==> config.mk <==
export PLATFORM = sky130hd
export DESIGN_NAME = bias_load_ctrl
export DESIGN_NICKNAME = d
export VERILOG_FILES = /design/src/rtl/bias_load_ctrl.sv
export SDC_FILE = /design/constraint.sdc
export NUM_CORES = 1
export LEC_CHECK = 0
export ABC_AREA = 1
export CAP_MARGIN = 20
export CORE_ASPECT_RATIO = 1.5
export CORE_MARGIN = 2
export CORE_UTILIZATION = 46
export DETAILED_ROUTE_END_ITERATION = 6
export MAX_ROUTING_LAYER = met4
export PLACE_DENSITY = 0.71
export RECOVER_POWER = 25
export SKIP_CTS_REPAIR_TIMING = 1
export SKIP_LAST_GASP = 1
export SLEW_MARGIN = 30
export SYNTH_ARGS = -nofsm -noshare
export SYNTH_HDL_FRONTEND = slang
export SYNTH_SLANG_ARGS = --single-unit
==> constraint.sdc <==
create_clock -name clk -period 1.7 [get_ports clk]
set_clock_uncertainty 0.15 [all_clocks]
set_input_delay 0.34 -clock clk [delete_from_list [all_inputs] [get_ports clk]]
set_output_delay 0.34 -clock clk [all_outputs]
set_load 0.005 [all_outputs]
==> src/rtl/bias_load_ctrl.sv <==
// bias_load_ctrl: serial-to-parallel bias vector loader.
// Collects NW = NUM_FEATURES+1 words from a valid/ready stream into a shadow
// buffer. A correct-length burst is committed to the bias memory with a
// single-cycle active-low write pulse. Short or long bursts raise a sticky
// length error and leave the memory untouched.
module bias_load_ctrl #(
  parameter int NUM_FEATURES = 3,
  parameter int DATA_WIDTH   = 8,
  localparam int NW          = NUM_FEATURES + 1,
  localparam int IW          = $clog2(NW + 1)
) (
  input  logic                              clk,
  input  logic                              rst,
  input  logic                              start,
  input  logic                              abort,
  input  logic                              in_valid,
  output logic                              in_ready,
  input  logic signed [DATA_WIDTH-1:0]      in_data,
  input  logic                              in_last,
  output logic                              bias_WrEn,
  output logic [NW-1:0][DATA_WIDTH-1:0]     bias_weights_input,
  output logic                              busy,
  output logic                              done,
  output logic                              err_len
);

  typedef enum logic [2:0] {
    IDLE  = 3'd0,
    LOAD  = 3'd1,
    DRAIN = 3'd2,
    STAGE = 3'd3,
    WRITE = 3'd4
  } state_t;

  localparam logic [IW-1:0] LAST_IDX = IW'(NW - 1);

  state_t                         state;
  logic [IW-1:0]                  idx;
  logic [NW-1:0][DATA_WIDTH-1:0]  shadow;
  logic                           xfer;

  // Stream is only open while collecting or discarding words.
  assign in_ready = (state == LOAD) || (state == DRAIN);
  assign busy     = (state != IDLE);
  assign xfer     = in_valid && in_ready;

  // Sequencer: collect, check length, stage, pulse write enable.
  always_ff @(posedge clk) begin
    if (rst) begin
      state              <= IDLE;
      idx                <= '0;
      shadow             <= '0;
      bias_weights_input <= '0;
      bias_WrEn          <= 1'b1;
      done               <= 1'b0;
      err_len            <= 1'b0;
    end else begin
      done <= 1'b0;
      case (state)
        IDLE: begin
          if (start) begin
            state   <= LOAD;
            idx     <= '0;
            err_len <= 1'b0;
          end
        end
        LOAD: begin
          // abort wins over a same-cycle word; that word is dropped
          if (abort) begin
            state <= IDLE;
          end else if (xfer) begin
            for (int i = 0; i < NW; i++)
              if (idx == IW'(i)) shadow[i] <= in_data;
            if (in_last) begin
              if (idx == LAST_IDX) begin
                state <= STAGE;
              end else begin
                err_len <= 1'b1;
                state   <= IDLE;
              end
            end else if (idx == LAST_IDX) begin
              err_len <= 1'b1;
              state   <= DRAIN;
            end else begin
              idx <= idx + IW'(1);
            end
          end
        end
        DRAIN: begin
          // swallow the tail of an over-long burst
          if (abort || (xfer && in_last)) state <= IDLE;
        end
        STAGE: begin
          // vector and write enable change together so the memory
          // sees settled data for the whole WRITE cycle
          bias_weights_input <= shadow;
          bias_WrEn          <= 1'b0;
          state              <= WRITE;
        end
        WRITE: begin
          bias_WrEn <= 1'b1;
          done      <= 1'b1;
          state     <= IDLE;
        end
        default: state <= IDLE;
      endcase
    end
  end

endmodule

==> flow_metrics.tcl <==
set metrics [dict create \
    status "completed" \
    antenna_found_initial 0 \
    min_period_ns 1.661 \
    viasPerCell 4.887 \
    cts_buffers 9 \
    clockBufferDepth 2 \
    cts_sinks 73 \
    drive_gt1_share_pct 15.47 \
    io_buffers 50 \
    overflow 0 \
    hold-path-endpoint "bias_weights_input[11]$_SDFFE_PP0N_" \
    p_leak_nw 1.836 \
    setup_viol 0 \
    postSynthCellCount 393 \
    die_w_um 69.20 \
    yosysWarnings 0 \
    cap_violations 0 \
    slew_violations 0 \
    required_ns 1.83 \
    r2r_cells 10 \
    grt_use_total_pct 20.20 \
    fmaxAchievable_ghz 0.6021 \
    final_common_cell "nor2_1" \
    cts_tree "done" \
    synth_cell_types 23 \
    path_max_fanout 8 \
    arrival_ns 1.79 \
    worstMarginPinSlew_ns 0.3607 \
    place_ws_ns -0.1627 \
    fin_util_pct 63.67 \
    hold_start "shadow[11]$_SDFFE_PP0P_" \
    regToRegStartpoint "state[2]$_SDFFE_PP0P_" \
    slew_headroom_pct 75.77 \
    regArea_um2 1483 \
    critPathCaptureType "register" \
    h-tree-depth 3 \
    netlist_area_um2 2933 \
    root_buffer "clkbuf_8" \
    drt_iter0_drc 167 \
    yosysSeqAreaShare_pct 49.83 \
    drt.antenna.violating_nets 0 \
    multiInputGateArea_um2 1303 \
    ir_drop_uv 726.0 \
    hp-class "reg2reg" \
    stdcell_area_um2 3931 \
    placed_cell_area_um2 3608 \
    powerDensity_nw_per_um2 873.0 \
    path_class "reg2reg" \
    ff2ff_setup_slack_ns 0.04 \
    core_um2 6175 \
    final-hold-violation-count 0 \
    antennaDiodeCount 0 \
    rows 35 \
    rsz0062_at_grt "true" \
    grt_pass1_vias 2468 \
    gp_congestion 0.8054 \
    hpwlAfterDp_mm 4.456 \
    dr.pass1.iters 4 \
    fill_cells 552 \
    synth_area_per_cell_um2 7.463 \
    initial_core_util_pct 47.50 \
    area_growth_pct 34.04 \
    final_cell_mix "75 x nor2_1, 70 x nand2_1, 62 x dfxtp_1, 36 x inv_1, 36 x a21oi_1" \
    fp.dieArea_um2 7044 \
    syn_nets 412 \
    tns_ns 0 \
    io_pins 51 \
    rr_endpoint "shadow[23]$_SDFFE_PP0P_" \
    grt_pass1_wl_mm 11.00 \
    wirelength_mm 6.755 \
    synth_seq_cells 73 \
    drc_errors 0 \
    finalCritPeriodShare_pct 97.69 \
    path_clk_slew_ns 0.08 \
    wire_per_inst_um 12.67 \
    die_y_um 101.8 \
    layout_setup_ws_ns 0.03926 \
    whs_path_depth 2 \
    final_nets 474 \
    vias 2605 \
    crit_path_start_kind "register" \
    clock_latency_ns 0.34 \
    grt_max_degree 56 \
]
[cells by family (layout without fill, tap and decap cells)]
| group | after synthesis | in the layout | share of synthesized area, % |
|---|---|---|---|
| buf+inv | 58 | 123 | 8.234 |
| simple gates | 187 | 188 | 27.86 |
| fa+ha+maj | 5 | 5 | 2.133 |
| compound gates | 70 | 70 | 11.95 |
| flops | 73 | 73 | 49.83 |
[critical path, stage by stage, from the launching register on]
cell,delay [ns]
dfxtp_4,0.37
inv_4,0.09
nand3_4,0.09
nand2_4,0.10
nand2_4,0.05
nor2_4,0.20
buf_4,0.16
nand3_2,0.15
nand2_1,0.11
nand2_1,0.05
nor2_1,0.08
[layout make-up]
cell class	count	share of cell area, %
repair buffers	67	17.73
clock buffers	10	3.501
inverters	41	4.137
well taps	74	2.355
multi-input cells	263	33.13
flip-flops and latches	73	37.71
clock inverters	5	1.432
[synthesized netlist by cell type]
master	instances	area [µm²]
buf_6	2	22.52
nand2_1	73	274.0
nand4_1	1	6.260
nor3_1	3	15.01
nand2_2	3	18.77
clkbuf_1	10	37.54
clkinv_1	1	3.750
clkbuf_4	1	7.510
buf_2	4	20.02
a21oi_1	37	185.2
nor2_4	1	11.26
or2_2	1	6.260
nand3b_1	1	7.510
ha_1	5	62.56
inv_1	40	150.1
nand3_4	2	35.03
nor2_1	78	292.8
nor2_2	2	12.51
nand2_4	2	22.52
dfxtp_1	73	1461
nand3_1	17	85.08
o21ai_0	33	165.2
nand3_2	3	30.03
[power breakdown]
part           total (W)  leakage (nW)  internal, W  switching (W)
Clock            0.00133        0.0981     0.000707       0.000626
Sequential       0.00175         0.594      0.00173      0.0000223
Combinational   0.000347          1.14     0.000143       0.000203
[per-stage QoR]
| step | std cells | hold WS, ns | power, W |
|---|---|---|---|
| 4_1_cts | 530 | 0.3042 | 0.003425 |
| 6_report | 533 | 0.2958 | 0.003432 |
| 5_1_grt | 533 | 0.3218 | 0.003578 |
| 3_5_place_dp | 515 | 0.2913 | 0.002103 |
| 2_1_floorplan | 393 | 0.2591 | 0.001968 |
| 3_3_place_gp | 515 | 0.2869 | 0.002098 |
[sequential cells by signal (all words and copies together) (netlist names)]
| signal | cells |
|---|---|
| idx | 3 |
| shadow | 32 |
| done | 1 |
| state | 3 |
| err_len | 1 |
| bias_weights_input | 32 |
| bias_WrEn | 1 |
[how the worst max path moves through the flow]
stage	cells after the start	slack, ns	endpoint	from
after floorplan	10	0.11	shadow[16]$_SDFFE_PP0P_	state[2]$_SDFFE_PP0P_
after global placement	9	-0.15	idx[2]$_SDFFE_PP0P_	in_valid
after detailed placement	7	-0.16	shadow[24]$_SDFFE_PP0P_	in_valid
after CTS	3	-0.47	busy	state[0]$_SDFFE_PP0P_
after global routing	9	-0.03	idx[2]$_SDFFE_PP0P_	idx[1]$_SDFFE_PP0P_
final	10	0.04	shadow[23]$_SDFFE_PP0P_	state[2]$_SDFFE_PP0P_
[per-layer routing]
layer	routed length [µm]	track usage, %
met3	236	4.876
met2	3656	36.17
met5	0	-
met4	107	9.201
met1	2755	20.88
No activity file was read; power rests on OpenSTA's default activity.
